--- src/rtl/femto_pkg.sv ---
// Shared types and constants for the instruction/data memory arbiter.
package femto_pkg;

  // Which requester owns the access whose read data returns next cycle.
  typedef enum logic [1:0] {
    OWN_NONE  = 2'd0,
    OWN_FETCH = 2'd1,
    OWN_DREAD = 2'd2
  } owner_e;

  // Default number of back-to-back data grants tolerated while fetch waits.
  localparam int unsigned STARVE_LIMIT_DEF = 4;

  // Width of the starvation streak counter (limit must fit, 1..15).
  localparam int unsigned STREAK_W = 4;

  // Byte-offset bits dropped when turning a byte address into a word address.
  localparam int unsigned BYTE_OFF_W = 2;

endpackage

--- src/rtl/arb_pick.sv ---
// Combinational priority decision: data first, fetch once the streak hits the limit.
module arb_pick
  import femto_pkg::*;
#(
  parameter int unsigned STARVE_LIMIT = STARVE_LIMIT_DEF
) (
  input  logic                i_req,
  input  logic                d_req,
  input  logic [STREAK_W-1:0] streak,
  output logic                i_gnt,
  output logic                d_gnt
);

  logic starved;

  // Data wins unless fetch has been passed over STARVE_LIMIT times in a row.
  always_comb begin
    starved = (streak == STREAK_W'(STARVE_LIMIT));
    d_gnt   = d_req & ~(i_req & starved);
    i_gnt   = i_req & ~d_gnt;
  end

endmodule

--- src/rtl/mem_arbiter.sv ---
// Shares one single-port synchronous RAM between instruction fetch and load/store.
module mem_arbiter
  import femto_pkg::*;
#(
  parameter int unsigned ADDR_W       = 10,
  parameter int unsigned STARVE_LIMIT = STARVE_LIMIT_DEF
) (
  input  logic              clk,
  input  logic              resetn,
  input  logic              i_req,
  input  logic [31:0]       i_addr,
  output logic              i_gnt,
  output logic              i_rvalid,
  output logic [31:0]       i_rdata,
  input  logic              d_req,
  input  logic              d_we,
  input  logic [3:0]        d_wmask,
  input  logic [31:0]       d_addr,
  input  logic [31:0]       d_wdata,
  output logic              d_gnt,
  output logic              d_rvalid,
  output logic [31:0]       d_rdata,
  output logic              mem_en,
  output logic [3:0]        mem_we,
  output logic [ADDR_W-1:0] mem_addr,
  output logic [31:0]       mem_wdata,
  input  logic [31:0]       mem_rdata
);

  localparam int unsigned ADDR_HI = ADDR_W + BYTE_OFF_W - 1;

  owner_e              owner_q;
  owner_e              owner_d;
  logic [STREAK_W-1:0] streak_q;
  logic [STREAK_W-1:0] streak_d;
  logic [31:0]         i_rdata_q;
  logic [31:0]         d_rdata_q;
  logic                fetch_req;
  logic                data_req;
  logic                unused_addr_bits;

  // Requests are masked while in reset so no grant can escape.
  assign fetch_req = i_req & resetn;
  assign data_req  = d_req & resetn;

  // Address bits outside the RAM word range are intentionally ignored (wrap).
  assign unused_addr_bits = ^{i_addr[31:ADDR_HI+1], i_addr[BYTE_OFF_W-1:0],
                              d_addr[31:ADDR_HI+1], d_addr[BYTE_OFF_W-1:0]};

  arb_pick #(
    .STARVE_LIMIT(STARVE_LIMIT)
  ) u_pick (
    .i_req (fetch_req),
    .d_req (data_req),
    .streak(streak_q),
    .i_gnt (i_gnt),
    .d_gnt (d_gnt)
  );

  // State register: in-flight owner and starvation streak.
  always_ff @(posedge clk or negedge resetn) begin
    if (!resetn) begin
      owner_q  <= OWN_NONE;
      streak_q <= '0;
    end else begin
      owner_q  <= owner_d;
      streak_q <= streak_d;
    end
  end

  // Next state: record who owns the return; count data grants fetch waited through.
  always_comb begin
    owner_d  = OWN_NONE;
    streak_d = '0;
    if (i_gnt) begin
      owner_d = OWN_FETCH;
    end else if (d_gnt && !d_we) begin
      owner_d = OWN_DREAD;
    end
    if (i_req && d_gnt) begin
      streak_d = (streak_q == STREAK_W'(STARVE_LIMIT)) ? streak_q
                                                       : streak_q + STREAK_W'(1);
    end
  end

  // Hold the last returned word per requester between rvalid pulses.
  always_ff @(posedge clk or negedge resetn) begin
    if (!resetn) begin
      i_rdata_q <= '0;
      d_rdata_q <= '0;
    end else begin
      if (owner_q == OWN_FETCH) begin
        i_rdata_q <= mem_rdata;
      end
      if (owner_q == OWN_DREAD) begin
        d_rdata_q <= mem_rdata;
      end
    end
  end

  // Outputs: route returning RAM data and drive the RAM port for the granted access.
  always_comb begin
    i_rvalid  = (owner_q == OWN_FETCH);
    d_rvalid  = (owner_q == OWN_DREAD);
    i_rdata   = i_rdata_q;
    d_rdata   = d_rdata_q;
    mem_en    = i_gnt | d_gnt;
    mem_we    = '0;
    mem_addr  = i_addr[ADDR_HI:BYTE_OFF_W];
    mem_wdata = d_wdata;
    if (owner_q == OWN_FETCH) begin
      i_rdata = mem_rdata;
    end
    if (owner_q == OWN_DREAD) begin
      d_rdata = mem_rdata;
    end
    if (d_gnt) begin
      mem_addr = d_addr[ADDR_HI:BYTE_OFF_W];
      if (d_we) begin
        mem_we = d_wmask;
      end
    end
  end

endmodule

--- config.mk ---
export PLATFORM = sky130hd
export DESIGN_NAME = mem_arbiter
export DESIGN_NICKNAME = d
export VERILOG_FILES = /design/src/rtl/femto_pkg.sv /design/src/rtl/arb_pick.sv /design/src/rtl/mem_arbiter.sv
export SDC_FILE = /design/constraint.sdc
export NUM_CORES = 1
export LEC_CHECK = 0
export ABC_AREA = 1
export CORE_ASPECT_RATIO = 1.75
export CORE_MARGIN = 5
export CORE_UTILIZATION = 37
export CTS_BUF_LIST = sky130_fd_sc_hd__clkbuf_2
export DETAILED_ROUTE_END_ITERATION = 6
export PLACE_DENSITY = 0.88
export SETUP_SLACK_MARGIN = 0.05
export SLEW_MARGIN = 20
export SYNTH_ARGS = -nofsm -noshare
export SYNTH_HDL_FRONTEND = slang
export SYNTH_HIERARCHICAL = 1
export SYNTH_SLANG_ARGS = --single-unit
--- constraint.sdc ---
create_clock -name clk -period 4.2 [get_ports clk]
set_clock_uncertainty 0.1 [all_clocks]
set_input_delay 0.84 -clock clk [delete_from_list [all_inputs] [get_ports clk]]
set_output_delay 0.84 -clock clk [all_outputs]
set_load 0.02 [all_outputs]
==> out/summary.md, run 1 <==
The run finished with clean final reports. Wires add up to 10100 um. For this run, design rule violations remaining after detail routing come to 0.

The startpoint identified for the worst register-to-register timing path is owner_q[1]. The overall via count from detail_route is 2693, and the count of final hold-check violations is 0. In this design, the largest share of critical-path delay is due to buffers and inverters. The placeable core region was 8610 um^2. The number of nets handed over by synthesis was 506.

The first global-routing pass estimated 15400 um of wire. The floorplan step defined a die boundary enclosing 10800 um^2. The smallest clock period supported by the final layout is computed as 3.90 ns.

Summed over all instances, the cell type with the most area after synthesis is sky130_fd_sc_hd__dfrtp_1. The register bit count reported by yosys was 70; the top achievable clock speed was 256 MHz. The die is 80.8 um wide.

Cell occurring most often along the worst timing path: sky130_fd_sc_hd__nand2_1. Data on the critical path is required at its endpoint by 3.26 ns. The logs give 0.539 for the sequential share of the synthesized area and 0.50 ns for the clock insertion delay at the later pin of the skew report. CTS built an H-tree with a depth of 3. In the final design database the tool counted 615 nets.

In the synthesized netlist the dominant register cell turns out to be sky130_fd_sc_hd__dfrtp_1. The number of standard-cell rows in the floorplan came out at 45. The transition time at the pin with the least slew margin works out to 0.859 ns. No sink is reached through more buffers than the 2 on the longest clock path. The headroom to the max-slew limit was 0.428; the number of nets still failing antenna checks after routing was 0.

For this run, the number of Yosys warnings is 6. Walking the worst path, the cells encountered are clkdlybuf4s50_1 -> nand2_1 -> inv_1 -> nand3b_1 -> nor2_1 -> nor2_1 -> buf_4 -> inv_1 -> nand2_1 -> nand2_1 -> clkdlybuf4s50_1. The setup path with the least slack is of type in -> out. Total standard cell area after synthesis: 3250 um^2.

The tools report the final sum of negative setup slack as 0 ns. Yosys mapped a number of flops with a built-in enable equal to 0. The tools report the antenna diode count as 0. Cell with the largest stage delay on the worst path: sky130_fd_sc_hd__clkdlybuf4s50_1. The tightest min-delay check is of the reg -> reg type. The final worst-path cycle share is 0.929. Library cell with the highest instance count after synthesis: sky130_fd_sc_hd__nand2_1. The startpoint of the tightest hold check path is d_rdata_q[11].

Of all nets on the critical path, the largest fanout is 12. The number of violations reported at the end of detailed-routing iteration 0 was 92. Once the clock tree was built, the setup fixing pass inserted 0 buffers. In this run, post-CTS hold repair placed 0 buffers.

The via density per instance came out at 4.50. Sorting the synthesized cells by how often they occur yields sky130_fd_sc_hd__nand2_1, sky130_fd_sc_hd__dfrtp_1, sky130_fd_sc_hd__inv_1. The length of the first detailed-routing pass in iterations was 4. Counting both buffers and inverters, the worst setup path holds a total of 5. The effective utilization at floorplan came out at 0.377. TritonCTS built the clock tree.

The critical path startpoint category is an input port. The area growth from synthesis to layout is 42.2%. The power per cell area was 420 nW/um^2; the number of global-route vias before repair was 2889. Setup repair after global routing left no endpoint under its margin. Setup violations remaining at the end of the flow were counted as 0. In this run the count of I/O pins placed on the die edge is 252.

The count of instances resized after the clock tree is built is 0, and the worst setup slack after layout is 0.299 ns. The netlist uses 20 different library cells. The fraction of registers with async set/reset is 1.00, and the CTS sink count is 70. At the worst endpoint, the arrival time is 2.96 ns. The tools report the global-route usage over all layers as 0.196. For the power consumption, the log shows 0.00194 W.

Routability-driven placement finished with a final weighted congestion of 0.760. Across the run, the number of max-cap violations was 0. Element type at the critical path end: an output port.

For the number of clock buffers inserted by TritonCTS, the log shows 9. The most critical setup path has its startpoint at i_req. IR analysis of the VDD net gives a maximum drop of 0.279 mV. Entering global routing, the biggest net connects 71 pins.

The die is 134 um tall. Post-synthesis average cell area: 8.85 um^2. Sorting the synthesized cells by area gives the leading types as sky130_fd_sc_hd__dfrtp_1, sky130_fd_sc_hd__nand2_1, sky130_fd_sc_hd__buf_4.

The count of final max-slew check failures was 0; the worst slack at placement was 0.317 ns. Detailed placement finished with a half-perimeter wire length of 8160 um. Clock-pin slew was measured on the worst setup and hold paths at 0.15 ns. On the worst path, the slowest cell contributes a delay of 0.62 ns. The leakage power was 2.24 nW; the portion of synthesized cell area occupied by the leading cell type was 0.539. The fraction of layout cells with a size suffix above 1 was 0.0977; the routed length per placed instance was 16.9 um. Buffers placed on the I/O ports in this run total 143.

The logs give 0 for the initial antenna violation count and 367 for the post-synthesis instance total. After global routing the overflow that remains totals 0. The root buffer cell chosen for the clock tree is sky130_fd_sc_hd__clkbuf_2.
logic make-up (layout without fill, tap and decap cells):
family                   count (synthesis)  after routing  share of synthesized area
adder cells (fa/ha/maj)                  2              2                    0.00770
buffers and inverters                   98            212                      0.166
flip-flops                              70             70                      0.539
AND/OR/NAND/NOR                        131            131                      0.158
AO/OA/AOI/OAI                           66             66                      0.129
layout by cell type, fill, tap and decap left out, types with 3 or more instances in the layout:
master,count
sky130_fd_sc_hd__buf_4,3
sky130_fd_sc_hd__clkbuf_2,9
sky130_fd_sc_hd__clkdlybuf4s50_1,141
sky130_fd_sc_hd__dfrtp_1,70
sky130_fd_sc_hd__inv_1,50
sky130_fd_sc_hd__nand2_1,108
sky130_fd_sc_hd__nand3_1,6
sky130_fd_sc_hd__nor2_1,10
sky130_fd_sc_hd__o21ai_0,33
sky130_fd_sc_hd__o21ai_1,9
sky130_fd_sc_hd__o21ai_2,23
worst register-to-register path, cell delays in order, from the launching register on:
cell,delay [ns]
sky130_fd_sc_hd__dfrtp_1,0.40
sky130_fd_sc_hd__inv_1,0.09
sky130_fd_sc_hd__or2_2,0.60
sky130_fd_sc_hd__buf_12,0.29
sky130_fd_sc_hd__nand2_1,0.11
sky130_fd_sc_hd__o21ai_2,0.08
state kept, by name, indices dropped and copies added (netlist names):
register   flops
d_rdata_q     32
i_rdata_q     32
owner_q        2
streak_q       4
area by class of cell:
| class | instances | area [um^2] |
|---|---|---|
| fillers | 774 | 3990 |
| flip-flops and latches | 70 | 1750 |
| repair buffers | 146 | 1460 |
| multi-input cells | 199 | 967 |
| inverters | 50 | 188 |
| well taps | 117 | 146 |
| clock inverters | 7 | 65.1 |
| clock buffers | 9 | 45.0 |
layer usage:
layer  share of wire  global-route usage  vias up
met5               0                   0        -
met4           0.071               0.137        0
met3            0.15               0.135       50
met2            0.48               0.310      125
met1            0.29               0.173     1212
li1                -                   -     1306
per-stage QoR:
step                      std cells  instance area (um^2)  hold slack, ns   util
final                           598                  4620           0.388  0.537
after global placement          582                  4510           0.352  0.523
after detailed placement        582                  4510           0.358  0.523
after floorplan                 367                  3250           0.430      -
after CTS                       598                  4620           0.394  0.536
after global routing            598                  4620           0.415  0.537
power by group:
part           total, W  leakage, nW  switching [W]  internal [W]
Combinational  0.000741         1.31       0.000398      0.000343
Clock          0.000373       0.0707       0.000239      0.000134
Sequential     0.000829        0.866      0.0000344      0.000795
path summary, 6_finish.rpt:
check,endpoint,slack (ns),cells past startpoint
max reg2reg,d_rdata_q[19],2.44,5
min reg2reg,d_rdata_q[11],0.39,2
min in group asynchronous,i_rdata_q[29],0.52,2
max in group asynchronous,d_rdata_q[11],2.90,2
min,d_rdata_q[11],0.39,2
max,mem_addr[0],0.30,11
Note: power is estimated with default switching activity, not from simulation.
==> run 2: changes to the inputs <==
--- a/config.mk
+++ b/config.mk
@@ -5,13 +5,12 @@
 export SDC_FILE = /design/constraint.sdc
 export NUM_CORES = 1
 export LEC_CHECK = 0
-export ABC_AREA = 1
 export CORE_ASPECT_RATIO = 1.75
 export CORE_MARGIN = 5
-export CORE_UTILIZATION = 37
+export CORE_UTILIZATION = 38
 export CTS_BUF_LIST = sky130_fd_sc_hd__clkbuf_2
 export DETAILED_ROUTE_END_ITERATION = 6
-export PLACE_DENSITY = 0.88
+export PLACE_DENSITY = 0.89
 export SETUP_SLACK_MARGIN = 0.05
 export SLEW_MARGIN = 20
 export SYNTH_ARGS = -nofsm -noshare
==> out/summary.md, run 2 <==
The fraction of layout cells with a size suffix above 1 was 0.292; the headroom to the max-slew limit was 0.449. Clock tree buffer depth: 2. TritonCTS built the clock tree. Clock tree synthesis inserted a total of 9 buffers.

The minimum period implied by the final worst setup slack was 4.01 ns; the final sum of negative setup slack was 0 ns. The required time of the critical path was 3.26 ns; the layout overhead on the synthesized area was 42.8%. Entering global routing, the biggest net connects 66 pins.

Setup violations remaining at the end of the flow were counted as 0. The transition time at the pin with the least slew margin was 0.827 ns. The worst setup path is of the in -> out kind.

The first global-routing pass estimated 14100 um of wire. The worst register-to-register path ends at d_rdata_q[28]. The number of DRC violations after detailed routing was 0; the maximum ir drop on the vdd rail was 0.289 mV. During synthesis, Yosys emitted a total of 6 warnings.

The run gives 2 as the initial antenna violation count. The effective utilization at floorplan was 0.390. The number of violations reported at the end of detailed-routing iteration 0 is 90. The worst register-to-register path begins at owner_q[1]. The remaining global-route overflow was 0. Dividing total power by cell area gives a power density of 448 nW/um^2. The commonest non-fill, non-tap cell in the layout was sky130_fd_sc_hd__clkdlybuf4s50_1.

For the sequential share of the synthesized area, the log shows 0.518. The slack of the worst reg-to-reg path came out at 2.27 ns. The final worst-path cycle share came out at 0.955.

The number of cells on the worst reg-to-reg path is 3. Counting every net in the synthesized netlist gives 358. The final weighted congestion of routability-driven global placement was 0.721.

Setup repair after global routing left no endpoint under its margin. For this design, the sink count on the clock tree is 70. Post-synthesis average cell area: 15.4 um^2.

The count of final hold-check violations was 0. The width of the die came out at 81.3 um. Data on the critical path arrives at its endpoint at 3.07 ns.

The number of instances on the worst hold path works out to 1. The fraction of registers with async set/reset works out to 1.00. STA classifies the critical path endpoint as an output port. The clock insertion delay at the later pin of the skew report is 0.53 ns, and the placement-stage cell area is 4670 um^2. The synthesized design spends more area on one cell type than any other, namely sky130_fd_sc_hd__dfrtp_1.

The net count of the finished layout is 477. The path type of the worst min-delay path was reg -> reg. The global-route usage over all layers came out at 0.182. The number of different library cells used by synthesis comes to 24. For the top achievable clock speed, the log shows 249 MHz. The H-tree generated during clock tree synthesis spans 3 levels.

In this run the tool buffered the top-level ports with 143 buffer cells. The number of standard-cell rows in the floorplan is 45, and the final cell area excluding filler cells is 4830 um^2. The top cell types in the final layout, fill and taps aside, are sky130_fd_sc_hd__clkdlybuf4s50_1, sky130_fd_sc_hd__dfrtp_1, sky130_fd_sc_hd__mux2_4. Startpoint of the tightest hold check path: d_rdata_q[20]. The portion of synthesized cell area occupied by the leading cell type came out at 0.518. Max-cap violations in this run came to 0.

The number of global-route vias before repair was 2391; the height of the die was 135 um. For this block, the via count after detailed routing is 2138. The largest fanout of any net on the critical path came out at 16. The routed length per placed instance is 20.5 um.

After floorplanning, the core was sized to cover 8670 um^2. Number of nets still failing antenna checks after routing: 0. The largest registers in the layout are d_rdata_q (32), i_rdata_q (32), streak_q (4). Summed over all cells, the static leakage comes to 2.16 nW. Post-CTS timing repair inserted 0 buffers for setup.

Commonest register cell after synthesis: sky130_fd_sc_hd__dfrtp_1. The cell at the root of the clock tree is sky130_fd_sc_hd__clkbuf_2. Register bit count reported by yosys: 70. After synthesis, the most frequently instantiated cells are sky130_fd_sc_hd__dfrtp_1, sky130_fd_sc_hd__mux2_4, sky130_fd_sc_hd__buf_4. For the final HPWL from detailed placement, the log shows 7480 um. STA classifies the critical path startpoint as an input port. After clock tree synthesis, the clock-pin slew on the worst setup and hold paths is 0.17 ns. The post-synthesis instance total was 219; the final routed wirelength across all metal layers was 9450 um.

The cell area that synthesis handed to floorplanning was 3380 um^2. Counting flops with a built-in enable in the synthesized netlist gives 0. The tools report the terminating pin of the worst hold path as d_rdata_q[20]. The length of the first detailed-routing pass in iterations came out at 4. For the count of final max-slew check failures, the log shows 0.

The die footprint is 11000 um^2. By area the synthesized netlist is led by sky130_fd_sc_hd__dfrtp_1, sky130_fd_sc_hd__mux2_4, sky130_fd_sc_hd__buf_4. The tools report the count of pins on the block boundary as 252.

sky130_fd_sc_hd__dfrtp_1 is the most common cell in the netlist. The via density per instance was 4.64. The flow ran to the end, and the final reports show no timing, DRC or antenna violations.
-- run 2: changes by cell type in the layout (fill, tap and decap cells not counted), sizes merged, moves of 3 or more --
cell	delta
mux2i	+3
and3	+4
clkinv	-5
nor2	-11
mux2	+74
inv	-44
nand2	-109
o21ai	-65
-- run 2: metal layers --
metal,global-route usage,wire length (um)
met1,0.160,2730
met2,0.298,4830
met3,0.117,1370
met4,0.117,496
met5,0,18
-- run 2: what timing repair did --
action	in CTS	in global routing
endpoints found under the hold margin	5	0
gates resized for setup	0	1
setup endpoints to repair	0	4
hold buffers	1	0
-- run 2: through the flow --
step / setup WS (ns) / instances / utilization / hold WS, ns / total power (W)
global placement: 0.406 / 443 / 0.539 / 0.375 / 0.00171
global route: 0.0535 / 461 / 0.557 / 0.429 / 0.00228
detailed placement: 0.318 / 443 / 0.539 / 0.377 / 0.00173
finish: 0.188 / 461 / 0.557 / 0.415 / 0.00217
floorplan: 1.01 / 219 / - / 0.394 / 0.00136
CTS: 0.0996 / 460 / 0.556 / 0.417 / 0.00220
-- run 2: layout make-up --
class / instances / area (um^2)
sequential: 70 / 1750
multi-input combinational: 103 / 1290
tap: 117 / 146
clock buffer: 9 / 45.0
clock inverter: 7 / 96.3
fill: 724 / 3840
inverter: 4 / 15.0
timing repair buffer: 150 / 1480
antenna: 1 / 2.50
-- run 2: worst max-delay path by stage --
| stage | from | to | slack [ns] | cells after the start |
|---|---|---|---|---|
| after floorplan | resetn | mem_addr[1] | 1.01 | 4 |
| after detailed placement | i_req | mem_addr[9] | 0.32 | 6 |
| final | resetn | mem_addr[9] | 0.19 | 7 |
| after global routing | resetn | mem_addr[9] | 0.05 | 8 |
| after CTS | resetn | mem_addr[9] | 0.1 | 8 |
| after global placement | i_req | mem_addr[0] | 0.41 | 6 |
-- run 2: where the power goes --
part,switching (W),internal (W),leakage [nW]
Combinational,0.000386,0.000481,1.25
Clock,0.000256,0.000198,0.0766
Sequential,0.0000385,0.000806,0.832
-- run 2: logic make-up after synthesis --
| group | after synthesis | share of synthesized area |
|---|---|---|
| multiplexers | 77 | 0.320 |
| AND/OR/NAND/NOR | 20 | 0.0433 |
| AO/OA/AOI/OAI | 4 | 0.00777 |
| adder cells (fa/ha/maj) | 2 | 0.00740 |
| buffers and inverters | 46 | 0.104 |
| flip-flops | 70 | 0.518 |
-- run 2: critical path, stage by stage --
cell	delay, ns
sky130_fd_sc_hd__dlygate4sd3_1	0.54
sky130_fd_sc_hd__clkbuf_4	0.19
sky130_fd_sc_hd__and2_1	0.19
sky130_fd_sc_hd__a21oi_1	0.18
sky130_fd_sc_hd__buf_4	0.23
sky130_fd_sc_hd__mux2_2	0.35
sky130_fd_sc_hd__clkdlybuf4s50_1	0.54
==> run 3: changes to the inputs <==
--- a/config.mk
+++ b/config.mk
@@ -10,7 +10,9 @@
 export CORE_UTILIZATION = 38
 export CTS_BUF_LIST = sky130_fd_sc_hd__clkbuf_2
 export DETAILED_ROUTE_END_ITERATION = 6
+export GPL_ROUTABILITY_DRIVEN = 0
 export PLACE_DENSITY = 0.89
+export REMOVE_ABC_BUFFERS = 1
 export SETUP_SLACK_MARGIN = 0.05
 export SLEW_MARGIN = 20
 export SYNTH_ARGS = -nofsm -noshare
==> out/summary.md, run 3 (synthesis results as in run 2) <==
For this block, the routed nets add up to 10600 um of wire. For this design the ratio of total power to cell area is 443 nW/um^2. The logs give 0 for the initial antenna violation count and 0.00214 W for the power consumption.

The detail route stage leaves a number of antenna-violating nets equal to 0. The min-delay analysis places its worst path in the category in -> async. The tools report the clock tree buffer depth as 2.

Remaining global-route overflow: 0. The maximum level of the CTS H-tree is 3. The number of failing setup endpoints in the final timing report is 0. The via density per instance is 4.83. Broken down by cell family, the worst path's largest delay share belongs to buffers and inverters. The floorplan has 45 rows. The routed length per placed instance was 23.1 um. Pin placement for this block handled 252 I/O pins. The final layout net count is 477.

TritonCTS built the clock tree. The largest fanout of any net on the critical path is 14, and the antenna diode count is 0. The fraction of layout cells with a size suffix above 1 works out to 0.297. The largest net degree at the start of global routing was 48.

Setup repair after global routing left no endpoint under its margin. Buffers added to address setup during post-CTS repair amount to 0. Count of instances resized after the clock tree is built: 0. The count of final hold-check violations is 0, and the minimum period implied by the final worst setup slack is 3.85 ns. Max-cap violations in this run came to 0. For this run, design rule violations remaining after detail routing come to 0.

The effective utilization at floorplan is 0.390, and the transition time at the pin with the least slew margin is 0.627 ns. Cell occurring most often along the worst timing path: sky130_fd_sc_hd__clkdlybuf4s50_1. The width of the die works out to 81.3 um. The number of buffers and inverters on the critical path is 3.

For the global-route wire length before repair, the log shows 15000 um. The run gives 8830 um as the final HPWL from detailed placement. The count of buffers added on input and output ports is 143. The final worst-path cycle share was 0.917; the overall via count from detail_route was 2220.

For the headroom to the max-slew limit, the log shows 0.582. Relative to the synthesized area, the layout overhead comes to 42.7%. For the count of final max-slew check failures, the log shows 0. Global-route usage over all layers: 0.194. The worst setup path is launched from an input port. The core region is 8670 um^2. The tree is rooted in a sky130_fd_sc_hd__clkbuf_2. In this run the static leakage power is 2.17 nW. Clock-pin slew was measured on the worst setup and hold paths at 0.19 ns. The worst setup path is captured at an output port. The largest registers in the layout are d_rdata_q (32), i_rdata_q (32), streak_q (4).

The number of buffers added to fix hold violations after cts is 0. The run finished with clean final reports. The number of global-route vias before repair was 2493. In the layout the commonest cells are sky130_fd_sc_hd__clkdlybuf4s50_1, sky130_fd_sc_hd__dfrtp_1, sky130_fd_sc_hd__mux2_4.

For this run, the detailed router's first-pass iteration total came to 4. For this run, the slowest stage of the critical path takes 0.56 ns. Cell with the largest stage delay on the worst path: sky130_fd_sc_hd__clkdlybuf4s50_1.

VDD sags by at most 0.181 mV. For the clock insertion delay at the later pin of the skew report, the log shows 0.47 ns. The tools report the CTS sink count as 70.

After the first detailed-routing iteration, the DRC count stood at 37. For this run, the top clock speed supported by timing is 260 MHz. The die is 135 um tall.

TritonCTS created 9 clock buffers. The required time of the critical path was 3.26 ns. The library cell used most frequently in the layout, excluding fill and tap cells, is sky130_fd_sc_hd__clkdlybuf4s50_1.

Walking the worst path, the cells encountered are clkdlybuf4s50_1 -> and2_1 -> a21oi_1 -> buf_4 -> mux2_2 -> clkdlybuf4s50_1. The type of the worst setup path is in -> out. The fraction of the core area covered by cells at the end of the flow is 0.557. The die covers 11000 um^2. The tools report the worst endpoint data arrival time as 2.91 ns.
==> run 3: cell type report <==
cell class / count / area [um^2]
fill: 726 / 3840
timing repair buffer: 150 / 1490
multi-input combinational: 103 / 1290
sequential: 70 / 1750
inverter: 4 / 15.0
clock inverter: 7 / 88.8
tap: 117 / 146
clock buffer: 9 / 45.0
==> run 3: worst reg2reg max path, cell delays in order (launching register included) <==
cell	delay (ns)
sky130_fd_sc_hd__dfrtp_1	0.45
sky130_fd_sc_hd__nand2b_2	0.47
sky130_fd_sc_hd__buf_4	0.35
sky130_fd_sc_hd__mux2_2	0.37
==> run 3: report_power, final <==
| part | internal, W | total [W] | switching, W | leakage [nW] |
|---|---|---|---|---|
| combinational | 0.000482 | 0.000864 | 0.000382 | 1.25 |
| clock | 0.000194 | 0.000425 | 0.000231 | 0.0854 |
| sequential | 0.000806 | 0.000847 | 0.0000415 | 0.832 |
==> run 3: through the flow <==
step,hold WS [ns],cell area (um^2),TNS [ns],cells,setup slack [ns]
3_3_place_gp,0.375,4690,0,444,0.368
6_report,0.268,4830,0,460,0.349
2_1_floorplan,0.395,3050,-3.10,177,-0.164
5_1_grt,0.189,4830,0,460,0.249
4_1_cts,0.205,4830,0,460,0.354
3_5_place_dp,0.378,4690,0,444,0.362
==> run 3: path summary, 6_finish.rpt <==
kind	startpoint	endpoint	slack, ns	cells past startpoint
max in group asynchronous	resetn	i_rdata_q[11]	3.21	2
min	resetn	streak_q[0]	0.27	2
max	i_req	mem_addr[2]	0.35	6
max reg2reg	owner_q[1]	d_rdata_q[31]	2.39	3
min in group clk	i_rdata_q[22]	i_rdata_q[22]	0.41	1
min reg2reg	i_rdata_q[22]	i_rdata_q[22]	0.41	1
==> run 3: layer usage <==
metal / track usage / share of wire
met5: 0.0500 / 0.0067
met4: 0.0592 / 0.0096
met3: 0.144 / 0.18
met2: 0.325 / 0.50
met1: 0.177 / 0.31
